[src/rtl/exe_forward_source_pkg.sv]
// rtl/exe_forward_source_pkg.sv - shared widths, stage-entry type and hazard helper for the forwarding source
package exe_forward_source_pkg;

    localparam int DW = 32;
    localparam int RW = 5;

    typedef struct packed {
        logic          valid;
        logic          we;
        logic          late;
        logic [RW-1:0] rd;
        logic [DW-1:0] data;
    } stage_t;

    // True when src reads a register whose value is still pending in exe2.
    function automatic logic late_hit(input logic [RW-1:0] src, input stage_t s);
        return (src != '0) && s.valid && s.we && s.late && (s.rd == src);
    endfunction

endpackage

[src/rtl/exe_forward_source_fwd_stage_reg.sv]
// rtl/exe_forward_source_fwd_stage_reg.sv - one EU's exe1/exe2 boundary register pair
module fwd_stage_reg
    import exe_forward_source_pkg::*;
(
    input  logic          clk,
    input  logic          rstn,
    input  logic          flush,
    input  logic          hold,
    input  stage_t        s0_next,
    input  logic [DW-1:0] e2_data,
    output stage_t        s0,
    output stage_t        s1
);

    always_ff @(posedge clk or negedge rstn) begin
        if (!rstn) begin
            s0 <= '0;
            s1 <= '0;
        end else if (flush) begin
            s0.valid <= 1'b0;
            s1.valid <= 1'b0;
        end else if (!hold) begin
            // Late ops pick up their real result as they cross into exe2.
            s1       <= s0;
            s1.data  <= s0.late ? e2_data : s0.data;
            s0       <= s0_next;
        end
    end

endmodule

[src/rtl/exe_forward_source.sv]
// rtl/exe_forward_source.sv - dual-issue forward producer: stage registers, forward tuples and issue gating
module exe_forward_source
    import exe_forward_source_pkg::*;
(
    input  logic          clk,
    input  logic          rstn,
    input  logic          flush,
    input  logic          hold,
    input  logic          i0_valid,
    input  logic          i1_valid,
    input  logic [RW-1:0] i0_rd,
    input  logic [RW-1:0] i1_rd,
    input  logic          i0_we,
    input  logic          i1_we,
    input  logic          i0_late,
    input  logic          i1_late,
    input  logic [RW-1:0] i0_rj,
    input  logic [RW-1:0] i0_rk,
    input  logic [RW-1:0] i1_rj,
    input  logic [RW-1:0] i1_rk,
    input  logic [DW-1:0] e1_data0,
    input  logic [DW-1:0] e1_data1,
    input  logic [DW-1:0] e2_data0,
    input  logic [DW-1:0] e2_data1,
    output logic          i0_accept,
    output logic          i1_accept,
    output logic          eu0_en_0,
    output logic          eu1_en_0,
    output logic [RW-1:0] eu0_rd_0,
    output logic [RW-1:0] eu1_rd_0,
    output logic [DW-1:0] data_forward00,
    output logic [DW-1:0] data_forward10,
    output logic          eu0_en_1,
    output logic          eu1_en_1,
    output logic [RW-1:0] eu0_rd_1,
    output logic [RW-1:0] eu1_rd_1,
    output logic [DW-1:0] data_forward01,
    output logic [DW-1:0] data_forward11
);

    stage_t eu0_next, eu1_next;
    stage_t eu0_s0, eu0_s1, eu1_s0, eu1_s1;
    logic   i0_loaduse, i1_loaduse, pair_hazard;

    assign i0_loaduse = late_hit(i0_rj, eu0_s0) | late_hit(i0_rj, eu1_s0)
                      | late_hit(i0_rk, eu0_s0) | late_hit(i0_rk, eu1_s0);
    assign i1_loaduse = late_hit(i1_rj, eu0_s0) | late_hit(i1_rj, eu1_s0)
                      | late_hit(i1_rk, eu0_s0) | late_hit(i1_rk, eu1_s0);

    // i1 cannot see i0's result in the same cycle, so any intra-pair RAW splits the pair.
    assign pair_hazard = i0_valid & i0_we &
                         (((i1_rj != '0) && (i1_rj == i0_rd)) ||
                          ((i1_rk != '0) && (i1_rk == i0_rd)));

    assign i0_accept = i0_valid & ~hold & ~i0_loaduse;
    assign i1_accept = i1_valid & i0_accept & ~i1_loaduse & ~pair_hazard;

    always_comb begin
        eu0_next = '{valid: i0_accept, we: i0_we, late: i0_late, rd: i0_rd, data: e1_data0};
        eu1_next = '{valid: i1_accept, we: i1_we, late: i1_late, rd: i1_rd, data: e1_data1};
    end

    fwd_stage_reg u_eu0 (
        .clk     (clk),
        .rstn    (rstn),
        .flush   (flush),
        .hold    (hold),
        .s0_next (eu0_next),
        .e2_data (e2_data0),
        .s0      (eu0_s0),
        .s1      (eu0_s1)
    );

    fwd_stage_reg u_eu1 (
        .clk     (clk),
        .rstn    (rstn),
        .flush   (flush),
        .hold    (hold),
        .s0_next (eu1_next),
        .e2_data (e2_data1),
        .s0      (eu1_s0),
        .s1      (eu1_s1)
    );

    // A late op's exe1 data is not a result yet, so it only forwards from exe2.
    assign eu0_en_0 = eu0_s0.valid & eu0_s0.we & ~eu0_s0.late & (eu0_s0.rd != '0);
    assign eu1_en_0 = eu1_s0.valid & eu1_s0.we & ~eu1_s0.late & (eu1_s0.rd != '0);
    assign eu0_en_1 = eu0_s1.valid & eu0_s1.we & (eu0_s1.rd != '0);
    assign eu1_en_1 = eu1_s1.valid & eu1_s1.we & (eu1_s1.rd != '0);

    assign eu0_rd_0       = eu0_s0.rd;
    assign eu1_rd_0       = eu1_s0.rd;
    assign eu0_rd_1       = eu0_s1.rd;
    assign eu1_rd_1       = eu1_s1.rd;
    assign data_forward00 = eu0_s0.data;
    assign data_forward10 = eu1_s0.data;
    assign data_forward01 = eu0_s1.data;
    assign data_forward11 = eu1_s1.data;

endmodule

[config.mk]
export PLATFORM = sky130hd
export DESIGN_NAME = exe_forward_source
export DESIGN_NICKNAME = d
export VERILOG_FILES = /design/src/rtl/exe_forward_source_pkg.sv /design/src/rtl/exe_forward_source_fwd_stage_reg.sv /design/src/rtl/exe_forward_source.sv
export SDC_FILE = /design/constraint.sdc
export NUM_CORES = 1
export LEC_CHECK = 0
export ABC_AREA = 1
export CORE_UTILIZATION = 33
export DETAILED_ROUTE_END_ITERATION = 8
export DONT_BUFFER_PORTS = 1
export PLACE_DENSITY = 0.53
export SLEW_MARGIN = 20
export SYNTH_ARGS = -nofsm -noshare
export SYNTH_HDL_FRONTEND = slang
export SYNTH_SLANG_ARGS = --single-unit
[constraint.sdc]
create_clock -name clk -period 2.2 [get_ports clk]
set_clock_uncertainty 0.15 [all_clocks]
set_input_delay 0.44 -clock clk [delete_from_list [all_inputs] [get_ports clk]]
set_output_delay 0.44 -clock clk [all_outputs]
set_load 0.02 [all_outputs]
# Yosys cells after proc, flatten, opt, wreduce, memory -nomap -nowiden
# Index checks and enable logic that the tools add are counted.
# word_totals
wordCells,115
output_inout_bits,154
in_bits,168
reg_bits,160
# classes
bitwise,30
mux,10
eq_ne,11
reduce_logical,44
# ops
op,n
$mux 40,4
$mux 32,2
$eq 5x5->1,10
$reduce_bool 5->1,8
$logic_and 1x1->1,34
$and 1x1->1,17
$not 1->1,7
$or 1x1->1,6
$mux 1,4
$ne 2x2->1 const B,1
$reduce_and 2->1,1
$logic_or 1x1->1,1

# Longest topological paths before layout
# Gate-level depths: netlist of the first run.
# logic_depth
depth_word,15
ltp_mapped,12

# Hierarchy
# A second synthesis of the first run with hierarchy kept.
# hier_totals
hier_cells,1094
hier_area_um2,8071.5
# modules_own_cells
module,area_each_um2,instances,cells_per_inst
fwd_stage_reg,3529.6,2,440
exe_forward_source,1012.2,1,214

# Worst setup path after synthesis of the first run
# No wires, ideal clock.
# synth_timing
path_type,input port to output port
start,input i0_rk[3]
end,output i1_accept
path_buffers,0
arrival_time_ns,1.458
t_required_ns,1.610
stages,9
path_slack_ns,0.152
cell_sequence,inv_1 -> nand3_1 -> nor2_1 -> nor2_1 -> nand2_1 -> nand3_1 -> nor2_4 -> inv_2 -> nor3_2
# synth_between
elab_chain_len,12
word_cells_on_any_way,18
# synth_lines
element,line_no,source
from (decl),exe_forward_source.sv:18,"input logic [RW-1:0] i0_rk,"
$reduce_bool 5->1,exe_forward_source_pkg.sv:17,return (src != '0) && s.valid && s.we && s.late && (s.rd == src);
$logic_and 1x1->1 (4 in series),exe_forward_source_pkg.sv:17,
$or 1x1->1,exe_forward_source.sv:46,"| late_hit(i0_rk, eu0_s0) | late_hit(i0_rk, eu1_s0);"
$or 1x1->1 *,exe_forward_source.sv:46,
$not 1->1 *,exe_forward_source.sv:55,assign i0_accept = i0_valid & ~hold & ~i0_loaduse;
$and 1x1->1 *,exe_forward_source.sv:55,
net i0_accept,exe_forward_source.sv:25,"output logic i0_accept,"
$and 1x1->1 * (3 in series),exe_forward_source.sv:56,assign i1_accept = i1_valid & i0_accept & ~i1_loaduse & ~pair_hazard;
to (decl),exe_forward_source.sv:26,"output logic i1_accept,"
# Mark *: on every way through the listed nets, which the timed path passes. The rest lies on a longest branch.

# Worst setup path after layout of the first run
# layout_timing
start,register u_eu0.s0[32] (netlist name)
end,output i1_accept
# layout_between
elab_chain_len,10
word_cells_on_any_way,20
# layout_lines
element,line_no,source
from (decl),exe_forward_source_fwd_stage_reg.sv:11,"output stage_t s0,"
from (signal assigned),exe_forward_source_fwd_stage_reg.sv:26,s0 <= s0_next;
$eq 5x5->1,exe_forward_source_pkg.sv:17,
$logic_and 1x1->1,exe_forward_source_pkg.sv:17,
$or 1x1->1,exe_forward_source.sv:45,"assign i0_loaduse = late_hit(i0_rj, eu0_s0) | late_hit(i0_rj, eu1_s0)"
$or 1x1->1 (2 in series),exe_forward_source.sv:46,
$not 1->1,exe_forward_source.sv:55,
$and 1x1->1,exe_forward_source.sv:55,
$and 1x1->1,exe_forward_source.sv:56,
$and 1x1->1 * (2 in series),exe_forward_source.sv:56,
# Mark *: on every way between the ends. The rest lies on a longest branch, timed or not.

==> results of run 1 <==
==> power groups by stage <==
stage	Combinational [mW]	Clock (mW)	Sequential (mW)
finish	1.23	2.76	4.28
global route	1.40	2.99	4.35
CTS	1.24	2.87	4.29
detailed placement	1.07	0	4.34
global placement	1.05	0	4.33
floorplan	1.92	0	3.63
==> kinds of logic after synthesis <==
family	share of synthesized area
AOI/OAI and AO/OA	0.0971
xor gates and xnor gates	0.0197
buffers and inverters	0.177
DFF	0.468
and+or+nand+nor	0.238
==> worst max-delay path by stage <==
stage,start,endpoint,slack (ps),depth (start not counted)
2_1_floorplan,i0_rk[3],i1_accept,150,9
3_3_place_gp,u_eu1.s0[33],i1_accept,80,10
3_5_place_dp,u_eu0.s0[35],i1_accept,50,10
4_1_cts,u_eu1.s0[33],i1_accept,-280,10
5_1_grt,u_eu0.s0[33],i1_accept,-420,10
6_report,u_eu0.s0[32],i1_accept,-290,10
==> area by class of cell <==
type                    instances  area share
clock buffers                  18      0.0464
clock inverters                13      0.0118
inverters                      46      0.0203
multi-input cells             693       0.326
flip-flops and latches        158       0.429
well taps                     330      0.0446
repair buffers                118       0.122
==> layer usage <==
layer / vias up / track usage
met2: 222 / 0.300
met4: 0 / 0.0682
met3: 30 / 0.0569
met5: - / 0
met1: 3123 / 0.207
li1: 3170 / -
==> per-stage QoR <==
stage / std cells / hold slack [ps]
4_1_cts: 1376 / -469
3_5_place_dp: 1257 / -3.28
6_report: 1376 / -440
2_1_floorplan: 1092 / -5.59
3_3_place_gp: 1257 / -3.01
5_1_grt: 1376 / -475
==> sequential cells by signal, indices dropped and copies added, names as in the netlist <==
name	count
u_eu0.s0	40
u_eu1.s0	40
u_eu0.s1	39
u_eu1.s1	39
==> placed cells by master (no fill, tap or decap), types with 2 or more instances in the layout <==
cell type      netlist  final
dlygate4sd3_1        0     76
xor2_1              11     11
inv_6                0      4
inv_4                0      6
o21ai_0             93     93
xnor2_1              8      8
buf_4              148     36
clkinvlp_4           0      5
nor2_4               2      2
nor2_1              99     98
inv_1               31     28
nand3_1             20     18
o2111ai_2            0      2
inv_2               14     11
o311ai_1             0      2
nand4_1             10     10
dfrtp_1            158    146
dfrtp_2              0     12
buf_6                0      3
inv_8                0      2
nand2_2              2      2
o21ai_1             61     61
nand3_2              0      2
clkbuf_16            0     17
buf_12               0      3
nor3_1               3      3
nand2_1            377    377
==> timing repair <==
action                                 CTS  global route
setup buffers                           12             0
pin swaps                                2             0
resized for setup                       20            10
endpoints found under the hold margin  235           158
setup endpoints to repair                4             6
==> flow_metrics.tcl, run 1 <==
set metrics [dict create \
    outcome "finished, violations left" \
    failed_checks "hold timing, setup timing" \
    first_pass_iters 5 \
    cts.hold.buffers_added 76 \
    diodes 0 \
    clk_pin_slew_worst_paths_ps 70 \
    htreeDepth 4 \
    fin_crit_ps 2490 \
    yosysWarningCount 0 \
    routed_wl_mm 23.6 \
    grt.total_usage 0.177 \
    dieArea_um2 26200 \
    p_sw_frac 0.356 \
    pre_cts_slack_ps 45.1 \
    cts_buffers 17 \
    setup_slack_ps -294 \
    rsz0062_at_grt "yes" \
    rows 58 \
    start_kind "register" \
    relSlewSlack 0.466 \
    cpLargestDelayFamily "simple AND/OR/NAND/NOR gates" \
    synth_area_per_cell_um2 7.73 \
    drt_iter0_drc 418 \
    reg2reg_depth 10 \
    area_growth_pct 9.64 \
    cp.arrival_ps 1900 \
    yosys.area.top_type "dfrtp_1" \
    p_switching_mw 2.94 \
    grt_pass1_wl_mm 36.3 \
    crit_slowest_cell "dfrtp_2" \
    syn_inst 1092 \
    path_class "register to primary output" \
    place_congestion 0.950 \
    whs_ps -440 \
    num-nets-final 1202 \
    multi_input_area_um2 3020 \
    p_leak_nw 4.44 \
    drive_above_1_share 0.107 \
    path_cells "inv_4, nand2_1, nand2_1, nor2_1, nand2_1, nor2_1, nor2_1, nand3_2, nor3_2, buf_4" \
    clock_sinks 158 \
    power_mw 8.28 \
    synth.top_cell.area_share 0.468 \
    ys_types 23 \
    crit_required_ps 1610 \
    cts_tree "done" \
    yosys_most_used_dff "dfrtp_1" \
    wl_per_cell_um 17.1 \
    fillerInstances 2612 \
    fmax_mhz 401 \
    wl_met2_mm 11.8 \
    vias_per_cell 4.76 \
    start_util 0.336 \
    seq_area_frac_synth 0.468 \
    synth_common_cells "nand2_1 (377), dfrtp_1 (158), buf_4 (148), nor2_1 (99), o21ai_0 (93)" \
    io_pins 322 \
    wl_met1_mm 9.59 \
    fp.coreArea_um2 25100 \
    drc 0 \
    hold_violations 158 \
    grt_max_degree 159 \
    power_frac_seq 0.517 \
    path_max_fanout 6 \
    maxSlewViolCount 0 \
    grt_pass1_vias 6616 \
    cts_root_buffer "clkbuf_16" \
    power_density_nw_per_um2 895 \
    num_vias 6545 \
    grt_overflow 0 \
    pwr-share-clk 0.334 \
    synth_area_leaders "dfrtp_1 (47%), nand2_1 (17%), buf_4 (13%)" \
    die_y_um 162 \
    r2r-start "u_eu1.s0[33]" \
    antenna_left 0 \
    end_kind "primary output" \
    synth_area_um2 8440 \
    io_buffers 0 \
    regArea_um2 3970 \
    synth-edff-count 0 \
    synth_nets 1260 \
    async_flop_share 1.00 \
    p_comb_frac 0.149 \
    setup-tns-final_ps -396 \
    synth.most_common_cell "nand2_1" \
    critPathMaxStageDelay_ps 470 \
    hpwl_mm 15.9 \
    vdd_ir_drop_max_uv 393 \
    internal_power_mw 5.34 \
    rr_endpoint "u_eu0.s0[39]" \
    r2r_slack_ps 140 \
    clk-insertion-delay-late_ps 420 \
    min_path_type "primary input to async pin" \
    drv_cap 0 \
    antenna_found_initial 0 \
    top_layer_used "met4" \
    place_area_um2 7800 \
    fin_util 0.368 \
    ys_seq_elements 158 \
    worst-path-buf-inv 2 \
    worst_pin_slew_ps 802 \
    setup_viol 2 \
    final_area_um2 9250 \
    post-route-period-util 1.13 \
    cts_buffer_depth 2 \
    die_w_um 162 \
    wl_met3_mm 1.70 \
]
Note: power is estimated with default switching activity, not from simulation.
==> inputs of run 2 (changes only) <==
--- a/config.mk
+++ b/config.mk
@@ -10,6 +10,7 @@
 export DETAILED_ROUTE_END_ITERATION = 8
 export DONT_BUFFER_PORTS = 1
 export PLACE_DENSITY = 0.53
+export RECOVER_POWER = 25
 export SLEW_MARGIN = 20
 export SYNTH_ARGS = -nofsm -noshare
 export SYNTH_HDL_FRONTEND = slang
==> results of run 2 <==
Same layout as run 1: the final DEF is identical, and so are final timing and power.
==> inputs of run 3 (changes only) <==
--- a/config.mk
+++ b/config.mk
@@ -7,6 +7,7 @@
 export LEC_CHECK = 0
 export ABC_AREA = 1
 export CORE_UTILIZATION = 33
+export CTS_CLUSTER_DIAMETER = 80
 export DETAILED_ROUTE_END_ITERATION = 8
 export DONT_BUFFER_PORTS = 1
 export PLACE_DENSITY = 0.53
==> results of run 3 <==
Same layout as run 1: the final DEF is identical, and so are final timing and power.
